===== src/rtl/game_pkg.sv =====
// Shared types and helpers for the round timer.
// Holds the timer state encoding, the BCD digit type, the reload
// conversion used for GAME_SECONDS and the divider width helper.
package game_pkg;

    typedef enum logic [1:0] {
        ST_IDLE    = 2'd0,
        ST_RUN     = 2'd1,
        ST_PAUSE   = 2'd2,
        ST_EXPIRED = 2'd3
    } timer_state_e;

    typedef logic [3:0] bcd_digit_t;

    localparam int DEFAULT_CLK_HZ  = 32'sd50000000;
    localparam int DEFAULT_TICK_HZ = 32'sd1;
    localparam int DEFAULT_DIV     = DEFAULT_CLK_HZ / DEFAULT_TICK_HZ;
    localparam int DEFAULT_DIV_W   = $clog2(DEFAULT_DIV);

    // Counter width able to hold 0..div-1; never narrower than one bit.
    function automatic int div_width(input int div);
        int w;
        if (div < 32'sd2) begin
            w = 32'sd1;
        end else begin
            w = $clog2(div);
        end
        return w;
    endfunction

    // Two-digit BCD image {tens, ones} of a value in 0..99.
    function automatic logic [7:0] to_bcd(input int value);
        logic [7:0] bcd;
        bcd[7:4] = 4'(value / 32'sd10);
        bcd[3:0] = 4'(value % 32'sd10);
        return bcd;
    endfunction

endpackage


===== src/rtl/rate_divider.sv =====
// Free-running modulo-DIV cycle counter producing the countdown tick.
// Counts only while en is high; clr returns it to zero and masks the tick.
module rate_divider
    import game_pkg::*;
#(
    parameter int DIV   = 32'sd50000000,
    parameter int DIV_W = div_width(DIV)
) (
    input  logic clk,
    input  logic reset,
    input  logic en,
    input  logic clr,
    output logic tick
);

    localparam logic [DIV_W-1:0] CNT_ZERO = DIV_W'(32'd0);
    localparam logic [DIV_W-1:0] CNT_ONE  = DIV_W'(32'd1);
    localparam logic [DIV_W-1:0] CNT_LAST = DIV_W'(DIV - 32'sd1);

    logic [DIV_W-1:0] count_r;
    logic             at_last_s;

    // Wrap detection: tick fires on the cycle the counter rolls over.
    always_comb begin
        at_last_s = (count_r == CNT_LAST);
        if (en && !clr) begin
            tick = at_last_s;
        end else begin
            tick = 1'b0;
        end
    end

    // Divider register: clear beats count, count wraps at DIV-1.
    always_ff @(posedge clk or posedge reset) begin
        if (reset) begin
            count_r <= CNT_ZERO;
        end else if (clr) begin
            count_r <= CNT_ZERO;
        end else if (en) begin
            if (at_last_s) begin
                count_r <= CNT_ZERO;
            end else begin
                count_r <= count_r + CNT_ONE;
            end
        end else begin
            count_r <= count_r;
        end
    end

endmodule


===== src/rtl/game_timer.sv =====
// Round countdown timer for the game FSM.
// Divides clk down to TICK_HZ, counts GAME_SECONDS down in two BCD digits
// and raises timer_signal once the round reaches 00.
// Optional build macro GAME_TIMER_WARN_EN: blinks warn at DIV/4 cycles per
// half-period while running or paused with 5 s or less remaining; without it
// warn is constant 0.
module game_timer
    import game_pkg::*;
#(
    parameter int CLK_HZ       = 32'sd50000000,
    parameter int TICK_HZ      = 32'sd1,
    parameter int GAME_SECONDS = 32'sd60
) (
    input  logic       clk,
    input  logic       reset,
    input  logic       start,
    input  logic       pause,
    input  logic       clear,
    output logic       timer_signal,
    output logic       expired_pulse,
    output logic       sec_tick,
    output logic       running,
    output logic [3:0] sec_tens,
    output logic [3:0] sec_ones,
    output logic       warn
);

    localparam int         DIV         = CLK_HZ / TICK_HZ;
    localparam int         DIV_W       = div_width(DIV);
    localparam logic [7:0] RELOAD_BCD  = to_bcd(GAME_SECONDS);
    localparam bcd_digit_t RELOAD_TENS = RELOAD_BCD[7:4];
    localparam bcd_digit_t RELOAD_ONES = RELOAD_BCD[3:0];
    localparam logic       RELOAD_ZERO = (GAME_SECONDS == 32'sd0);

    timer_state_e state_r;
    timer_state_e state_s;
    bcd_digit_t   tens_r;
    bcd_digit_t   ones_r;
    bcd_digit_t   tens_s;
    bcd_digit_t   ones_s;
    logic         div_en_s;
    logic         div_clr_s;
    logic         div_tick_s;
    logic         tick_s;
    logic         expire_s;
    logic         sec_tick_r;
    logic         expired_pulse_r;
    logic         running_r;
    logic         timer_signal_r;

    rate_divider #(
        .DIV   (DIV),
        .DIV_W (DIV_W)
    ) u_rate_divider (
        .clk   (clk),
        .reset (reset),
        .en    (div_en_s),
        .clr   (div_clr_s),
        .tick  (div_tick_s)
    );

    // Divider control: it counts only in RUN and restarts on any reload.
    always_comb begin
        div_en_s  = (state_r == ST_RUN);
        div_clr_s = clear | start;
    end

    // Next state, next digits and pulse events; clear > start > pause.
    always_comb begin
        state_s  = state_r;
        tens_s   = tens_r;
        ones_s   = ones_r;
        tick_s   = 1'b0;
        expire_s = 1'b0;
        if (clear) begin
            state_s = ST_IDLE;
            tens_s  = RELOAD_TENS;
            ones_s  = RELOAD_ONES;
        end else if (start) begin
            tens_s = RELOAD_TENS;
            ones_s = RELOAD_ONES;
            if (RELOAD_ZERO) begin
                state_s  = ST_EXPIRED;
                expire_s = 1'b1;
            end else begin
                state_s = ST_RUN;
            end
        end else begin
            case (state_r)
                ST_IDLE: begin
                    state_s = ST_IDLE;
                end
                ST_RUN: begin
                    if (tens_r == 4'd0 && ones_r == 4'd0) begin
                        // Already at 00 without having expired: settle there.
                        state_s  = ST_EXPIRED;
                        expire_s = 1'b1;
                    end else if (div_tick_s) begin
                        tick_s = 1'b1;
                        if (ones_r == 4'd0) begin
                            ones_s = 4'd9;
                            tens_s = tens_r - 4'd1;
                        end else begin
                            ones_s = ones_r - 4'd1;
                        end
                        // Expiry outranks a pause arriving on the same tick.
                        if (tens_r == 4'd0 && ones_r == 4'd1) begin
                            state_s  = ST_EXPIRED;
                            expire_s = 1'b1;
                        end else if (pause) begin
                            state_s = ST_PAUSE;
                        end else begin
                            state_s = ST_RUN;
                        end
                    end else if (pause) begin
                        state_s = ST_PAUSE;
                    end else begin
                        state_s = ST_RUN;
                    end
                end
                ST_PAUSE: begin
                    if (pause) begin
                        state_s = ST_PAUSE;
                    end else begin
                        state_s = ST_RUN;
                    end
                end
                ST_EXPIRED: begin
                    state_s = ST_EXPIRED;
                    tens_s  = 4'd0;
                    ones_s  = 4'd0;
                end
                default: begin
                    state_s = ST_IDLE;
                    tens_s  = RELOAD_TENS;
                    ones_s  = RELOAD_ONES;
                end
            endcase
        end
    end

    // State, digits and all status outputs are registered together.
    always_ff @(posedge clk or posedge reset) begin
        if (reset) begin
            state_r         <= ST_IDLE;
            tens_r          <= RELOAD_TENS;
            ones_r          <= RELOAD_ONES;
            sec_tick_r      <= 1'b0;
            expired_pulse_r <= 1'b0;
            running_r       <= 1'b0;
            timer_signal_r  <= 1'b0;
        end else begin
            state_r         <= state_s;
            tens_r          <= tens_s;
            ones_r          <= ones_s;
            sec_tick_r      <= tick_s;
            expired_pulse_r <= expire_s;
            running_r       <= (state_s == ST_RUN);
            timer_signal_r  <= (state_s == ST_EXPIRED);
        end
    end

    assign timer_signal  = timer_signal_r;
    assign expired_pulse = expired_pulse_r;
    assign sec_tick      = sec_tick_r;
    assign running       = running_r;
    assign sec_tens      = tens_r;
    assign sec_ones      = ones_r;

`ifdef GAME_TIMER_WARN_EN
    localparam int               BLINK_Q    = DIV / 32'sd4;
    localparam int               BLINK_W    = div_width(BLINK_Q);
    localparam logic [BLINK_W-1:0] BLINK_ZERO = BLINK_W'(32'd0);
    localparam logic [BLINK_W-1:0] BLINK_ONE  = BLINK_W'(32'd1);
    localparam logic [BLINK_W-1:0] BLINK_LAST = BLINK_W'(BLINK_Q - 32'sd1);

    logic [BLINK_W-1:0] blink_cnt_r;
    logic               warn_r;
    logic               warn_zone_s;

    // Low-time zone: live round (running or paused) with 5 s or less left.
    always_comb begin
        warn_zone_s = ((state_s == ST_RUN) || (state_s == ST_PAUSE)) &&
                      (tens_s == 4'd0) && (ones_s <= 4'd5);
    end

    // Blink generator: toggles warn every DIV/4 cycles inside the zone.
    always_ff @(posedge clk or posedge reset) begin
        if (reset) begin
            blink_cnt_r <= BLINK_ZERO;
            warn_r      <= 1'b0;
        end else if (!warn_zone_s) begin
            blink_cnt_r <= BLINK_ZERO;
            warn_r      <= 1'b0;
        end else if (blink_cnt_r == BLINK_LAST) begin
            blink_cnt_r <= BLINK_ZERO;
            warn_r      <= ~warn_r;
        end else begin
            blink_cnt_r <= blink_cnt_r + BLINK_ONE;
            warn_r      <= warn_r;
        end
    end

    assign warn = warn_r;
`else
    assign warn = 1'b0;
`endif

endmodule


===== config.mk =====
export PLATFORM = sky130hd
export DESIGN_NAME = game_timer
export DESIGN_NICKNAME = d
export VERILOG_FILES = /design/src/rtl/game_pkg.sv /design/src/rtl/rate_divider.sv /design/src/rtl/game_timer.sv
export SDC_FILE = /design/constraint.sdc
export NUM_CORES = 1
export LEC_CHECK = 0
export ABC_CLOCK_PERIOD_IN_PS = 4080
export CORE_UTILIZATION = 45
export CTS_CLUSTER_SIZE = 40
export DETAILED_ROUTE_END_ITERATION = 10
export HOLD_SLACK_MARGIN = 0.15
export SYNTH_ARGS = -nofsm -noshare
export SYNTH_HDL_FRONTEND = slang
export SYNTH_SLANG_ARGS = --single-unit
export TNS_END_PERCENT = 1

===== constraint.sdc =====
create_clock -name clk -period 4.08 [get_ports clk]
set_clock_uncertainty 0.1 [all_clocks]
set_input_delay 0.408 -clock clk [delete_from_list [all_inputs] [get_ports clk]]
set_output_delay 0.408 -clock clk [all_outputs]
set_load 0.02 [all_outputs]

==> key figures, run 1 <==
Final layout
  • Nets: a little under 300
  • Final Non-Filler Cells: ~360
  • Most frequent cells in the layout: dfrtp_1, nand2_1, nor2_1
  • Design area: approximately 0.0027 mm2
  • Most common cell after layout, fill and taps aside: dfrtp_1
  • Antenna cells: 0
  • P&R area growth vs syn: 12.3%
  • Share of cells above drive strength 1: 0.0594
  • Fillers: ~500

Power
  • Combinational Power Share: 0.090
  • Sequential cell fraction of total power: 0.538
  • Internal power: 0.561 mW
  • Worst VDD drop: 0.207 mV
  • Net load switching power: approximately 0.20 mW
  • Switching fraction of total power: 0.259
  • Pwr dens: about 290 mW/mm2
  • Pleak: between 1 and 1.5 nW
  • Clock power frac: 0.372

Detailed routing
  • ANT nets after route: 0
  • Initial DRT Pass Iterations: 5
  • First DRT Iteration DRCs: 187
  • DR WL/cell: ~16 um
  • DR DRC count: 0
  • Total Wirelength: 5560 um
  • Vias per inst: 5.94
  • DR vias: approximately 2,100

Synth
  • Post-synth EDFFs: 0
  • Top cells by area, synth: dfrtp_1, a31oi_1, nand2_1
  • Post-synth top flop: dfrtp_1
  • Async SR Flop Fraction: 1.00
  • Yosys Warn Count: 0
  • Syn nets: around 290
  • Mapped Cells: between 200 and 300
  • FF+latch count, synth: 40
  • Syn_area_per_cell: 8.60 um2
  • Top-area cell type share of the netlist area: 0.402
  • Largest area contributor in the netlist: dfrtp_1
  • Post-Syn Area: between 0.002 and 0.0025 mm2
  • Seq/Total Area, Yosys: 0.424
  • Cell variety after synth: 50

Die
  • Num ports: 18
  • Die area: 0.00555 mm2
  • Die Y: between 70 and 80 um
  • Die extent in x: roughly 74 um
  • Core area: 0.00507 mm2
  • Starting Density: 0.466
  • Rows: 26

Clocking
  • Clock Sinks: 40
  • Worst skew pair latency: 0.30 ns
  • CTS root buf: clkbuf_8
  • Resized Gates After CTS: 0
  • Num CTS Buffers: 5
  • Setup Buffers After CTS: 0
  • CTS tree: built
  • Worst-path clk slew: approximately 0.08 ns
  • Clock H-tree levels: 2
  • # hold bufs at CTS: 0
  • Clock Tree Buf Depth: 2

STA
  • Rel. slew slack: 0.266
  • Least-Margin Pin Slew: between 1 and 1.5 ns
  • FMAX: ~0.33 GHz
  • Final setup fails: 0
  • Fin. Hold Viols: 0
  • Fin crit period: about 3.0 ns
  • RSZ-0062 raised after global routing: no
  • Worst hold slack: roughly 0.41 ns
  • Period utilisation layout: 0.733
  • Slew Limit Fails: 0
  • Setup TNS: 0 ns
  • Worst setup margin: 1.09 ns

Placed design
  • # port buffers: 16
  • GPL Wtd Cong: 0.806
  • Pre-CTS setup slack: ~1.1 ns
  • Placed cells: around 350
  • Placed instance area: between 0.002 and 0.003 mm2
  • Dpl hpwl: 3830 um

Critical path
  • Reg2reg start: u_rate_divider.count_r[16]
  • Reg-to-reg critical path endpoint: sec_ones[3]
  • Crit path capture type: flip-flop
  • FF-to-FF path depth: 5
  • CP arrival: about 3.1 ns
  • WP data required: approximately 4.2 ns
  • Setup CP Type: flip-flop to flip-flop
  • Reg-to-reg slack, setup: around 1.1 ns
  • Setup crit start: u_rate_divider.count_r[16]
  • Nature of the critical path startpoint: flip-flop
  • Worst-path maximum fanout: 34

Global route
  • Vias in the first global route: about 1,900
  • Global Route Usage Sum: 0.223
  • First-pass GRT wire length: between 9000 and 10,000 um
  • Initial antenna violation count: 0
  • Pin count of the biggest net entering global routing: 35
  • GR Overflow Total: 0

Min path
  • Worst Hold Path EP: u_rate_divider.count_r[25]
  • Hold Crit Class: flip-flop to flip-flop
  • HP Start: u_rate_divider.count_r[25]
  • WHS Path Cells: 1

Job
  • Maxcap violations: 0

Outcome
  • Outcome: finished, final reports clean
[layout make-up]
| cell class | instances | area, um2 | share of cell area |
|---|---|---|---|
| flip-flops and latches | 40 | 1000 | 0.378 |
| multi-input cells | 203 | 1230 | 0.465 |
| clock buffers | 8 | 90.1 | 0.0339 |
| repair buffers | 18 | 175 | 0.0660 |
| well taps | 70 | 87.6 | 0.0330 |
| inverters | 17 | 63.8 | 0.0240 |
[sequential cells by signal, indices dropped and copies added, names as in the netlist]
| register | flops |
|---|---|
| sec_ones | 4 |
| running | 1 |
| sec_tens | 4 |
| state_r | 2 |
| sec_tick | 1 |
| timer_signal | 1 |
| u_rate_divider.count_r | 26 |
| expired_pulse | 1 |
[worst max path at each step]
stage                        to  slack, ns  depth (start not counted)
floorplan            state_r[0]       1.44                          7
global placement     state_r[0]       1.05                          6
detailed placement   state_r[0]       1.08                          6
CTS                 sec_ones[3]       1.08                          5
global route        sec_ones[3]       0.86                          5
finish              sec_ones[3]       1.09                          5
[worst max-delay path, stage by stage, from the launching register on]
cell       delay [ns]
dfrtp_1          0.42
or4_1            0.51
or4_1            0.55
o21a_1           0.62
a2111oi_0        0.51
o22a_1           0.20
[layer usage]
metal | global-route usage | part of all wire | up-vias | wire length [um]
met3 | 0.0407 | 0.043 | 5 | 237
met1 | 0.334 | 0.50 | 1014 | 2760
met5 | 0 | 0 | - | 0
met4 | 0.0776 | 0.012 | 0 | 66
met2 | 0.320 | 0.45 | 55 | 2500
li1 | - | - | 1041 | -
[power by group through the flow]
stage	Sequential [mW]	Clock, mW	Combinational (mW)
after detailed placement	0.415	0	0.0682
after global placement	0.415	0	0.0680
after floorplan	0.415	0	0.0441
after global routing	0.408	0.299	0.0764
final	0.407	0.281	0.0679
after CTS	0.407	0.284	0.0685
[cells in the mapped netlist (3+ instances only)]
master / number
a21o_1: 5
a21oi_1: 17
a31oi_1: 17
and3_1: 3
and4_1: 3
clkbuf_1: 12
dfrtp_1: 38
ha_1: 6
inv_1: 17
nand2_1: 26
nand3_1: 16
nand4_1: 5
nor2_1: 20
nor3_1: 4
nor4_1: 5
o211ai_1: 3
o21ai_0: 17
o31ai_1: 4
or3_1: 8
or4_1: 9
[metrics by stage]
step	power (mW)	utilization
global route	0.783	0.523
finish	0.757	0.523
CTS	0.760	0.523
floorplan	0.459	-
detailed placement	0.483	0.505
global placement	0.483	0.505
[cell families after synthesis]
kind of cell             synth area share
AO/OA/AOI/OAI                       0.223
XOR/XNOR                          0.00741
adder cells (fa/ha/maj)            0.0317
buffers and inverters              0.0534
flip-flops                          0.424
other                             0.00159
AND/OR/NAND/NOR                     0.258
(Power assumes the default switching activity.)
==> inputs of run 2 (changes only) <==
--- a/config.mk
+++ b/config.mk
@@ -5,7 +5,7 @@
 export SDC_FILE = /design/constraint.sdc
 export NUM_CORES = 1
 export LEC_CHECK = 0
-export ABC_CLOCK_PERIOD_IN_PS = 4080
+export ABC_CLOCK_PERIOD_IN_PS = 3100
 export CORE_UTILIZATION = 45
 export CTS_CLUSTER_SIZE = 40
 export DETAILED_ROUTE_END_ITERATION = 10
==> constraint.sdc (replaced) <==
create_clock -name clk -period 3.1 [get_ports clk]
set_clock_uncertainty 0.1 [all_clocks]
set_input_delay 0.31 -clock clk [delete_from_list [all_inputs] [get_ports clk]]
set_output_delay 0.31 -clock clk [all_outputs]
set_load 0.02 [all_outputs]
==> run 2 against run 1 <==
Compared with the run above:
- critical path depth grew 2
- non-clock buffer count grew 7
- register-to-register slack worse by 0.71 ns
- maximum frequency grew 10%
- sequential power up 31%
- utilization up 1.4 points
- die area is the same
- critical path type unchanged
- critical endpoint is now state_r[0]
==> key figures, run 2 (same netlist as run 1, synthesis figures left out) <==
STA
  • Worst hold slack: 0.341 ns
  • Least-Margin Pin Slew: 0.728 ns
  • Setup TNS: 0 ns
  • RSZ-0062 raised after global routing: no
  • Final setup fails: 0
  • Slew Limit Fails: 0
  • Fin crit period: approximately 2.7 ns
  • Period utilisation layout: 0.876
  • FMAX: ~0.37 GHz
  • Rel. slew slack: 0.514
  • Fin. Hold Viols: 0

Critical path
  • Setup CP Type: flip-flop to flip-flop
  • Reg2reg start: sec_tens[0]
  • FF-to-FF path depth: 7
  • Worst-path maximum fanout: 5
  • Reg-to-reg slack, setup: roughly 0.38 ns
  • Setup crit start: sec_tens[0]
  • Nature of the critical path startpoint: flip-flop
  • Crit path capture type: flip-flop
  • WP data required: around 3.2 ns
  • CP arrival: between 2 and 3 ns
  • Reg-to-reg critical path endpoint: state_r[0]
  • Critical path capture point: state_r[0]

Die
  • Num ports: 18
  • Die Y: 74.5 um
  • Starting Density: 0.466
  • Die extent in x: around 74 um
  • Rows: 26
  • Core area: 0.00507 mm2
  • Die area: 0.00555 mm2

Power
  • Pwr dens: 389 mW/mm2
  • Worst VDD drop: roughly 0.32 mV
  • Pleak: 1.09 nW

Detailed routing
  • Vias per inst: between 5 and 6
  • DR DRC count: 0
  • Initial DRT Pass Iterations: 4
  • First DRT Iteration DRCs: between 200 and 250
  • ANT nets after route: 0
  • DR vias: ~2,200
  • DR WL/cell: between 15 and 20 um
  • Total Wirelength: 5640 um

Clocking
  • Num CTS Buffers: 5
  • Clock Tree Buf Depth: 2
  • CTS tree: built
  • Clock Sinks: 40
  • Resized Gates After CTS: 0
  • # hold bufs at CTS: 0
  • Worst skew pair latency: slightly below 0.3 ns
  • Setup Buffers After CTS: 0
  • CTS root buf: clkbuf_8
  • Worst-path clk slew: about 0.08 ns
  • Clock H-tree levels: 2

Final layout
  • Largest Register: u_rate_divider.count_r
  • P&R area growth vs syn: 15.2%
  • Most common cell after layout, fill and taps aside: dfrtp_1
  • Nets: slightly above 300
  • Most frequent cells in the layout: dfrtp_1, nand2_1, nor2_1
  • Max FFs per register: 26
  • Final Core Density: 0.537
  • Antenna cells: 0
  • Share of cells above drive strength 1: 0.0853

Placed design
  • Dpl hpwl: 3850 um
  • # port buffers: 16
  • GPL Wtd Cong: about 0.86

Global route
  • Initial antenna violation count: 0
  • Pin count of the biggest net entering global routing: about 40
  • GR Overflow Total: 0
  • Global Route Usage Sum: 0.217
  • Vias in the first global route: 1,811
  • First-pass GRT wire length: ~9100 um

Min path
  • Hold Crit Class: input pin to asynchronous set/reset pin

Job
  • Maxcap violations: 0

Outcome
  • Outcome: finished, final reports clean
[run 2: changes by cell type in the layout (fill, tap and decap cells not counted), sizes merged]
cell	delta
buf	+7
clkbuf	-2
bufinv	+1
clkinv	+1
[run 2: through the flow]
stage | instances | setup WS [ns] | total power [mW] | area [um2]
after global placement | 355 | 0.451 | 0.642 | 2620
after global routing | 363 | 0.165 | 1.10 | 2730
after floorplan | 275 | 0.464 | 0.605 | 2360
after detailed placement | 355 | 0.396 | 0.642 | 2620
final | 363 | 0.384 | 1.06 | 2730
after CTS | 363 | 0.375 | 1.07 | 2730
[run 2: cell type report]
cell class | instances | area [um2]
timing repair buffer | 25 | 228
sequential | 40 | 1000
tap | 70 | 87.6
clock inverter | 2 | 35.0
fill | 494 | 2350
inverter | 17 | 63.8
multi-input combinational | 203 | 1230
clock buffer | 6 | 72.6
[run 2: worst min path at each step]
stage	startpoint	slack (ns)	cells after the start	endpoint
after global placement	u_rate_divider.count_r[25]	0.39	1	u_rate_divider.count_r[25]
after detailed placement	u_rate_divider.count_r[25]	0.40	1	u_rate_divider.count_r[25]
final	reset	0.34	3	expired_pulse
after CTS	reset	0.37	3	expired_pulse
after floorplan	clear	0.27	1	running
after global routing	reset	0.42	3	expired_pulse
[run 2: critical path: stages, from the launching register on]
cell      delay, ns
dfrtp_1        0.40
inv_1          0.12
ha_1           0.15
or3b_2         0.50
or4b_2         0.64
nor4_1         0.32
nor2_1         0.12
a311oi_1       0.28
[run 2: where the power goes]
part	internal, mW	switching [mW]	total (mW)
registers	0.527	0.00495	0.532
logic	0.0345	0.0653	0.0998
clock network	0.239	0.188	0.427
[run 2: routing by layer]
metal  global-route usage  wire [um]  vias up
met4               0.0566         57        0
met3               0.0407        200        5
li1                     -          -     1051
met2                0.313       2520       51
met5                    0          0        -
met1                0.330       2860     1047
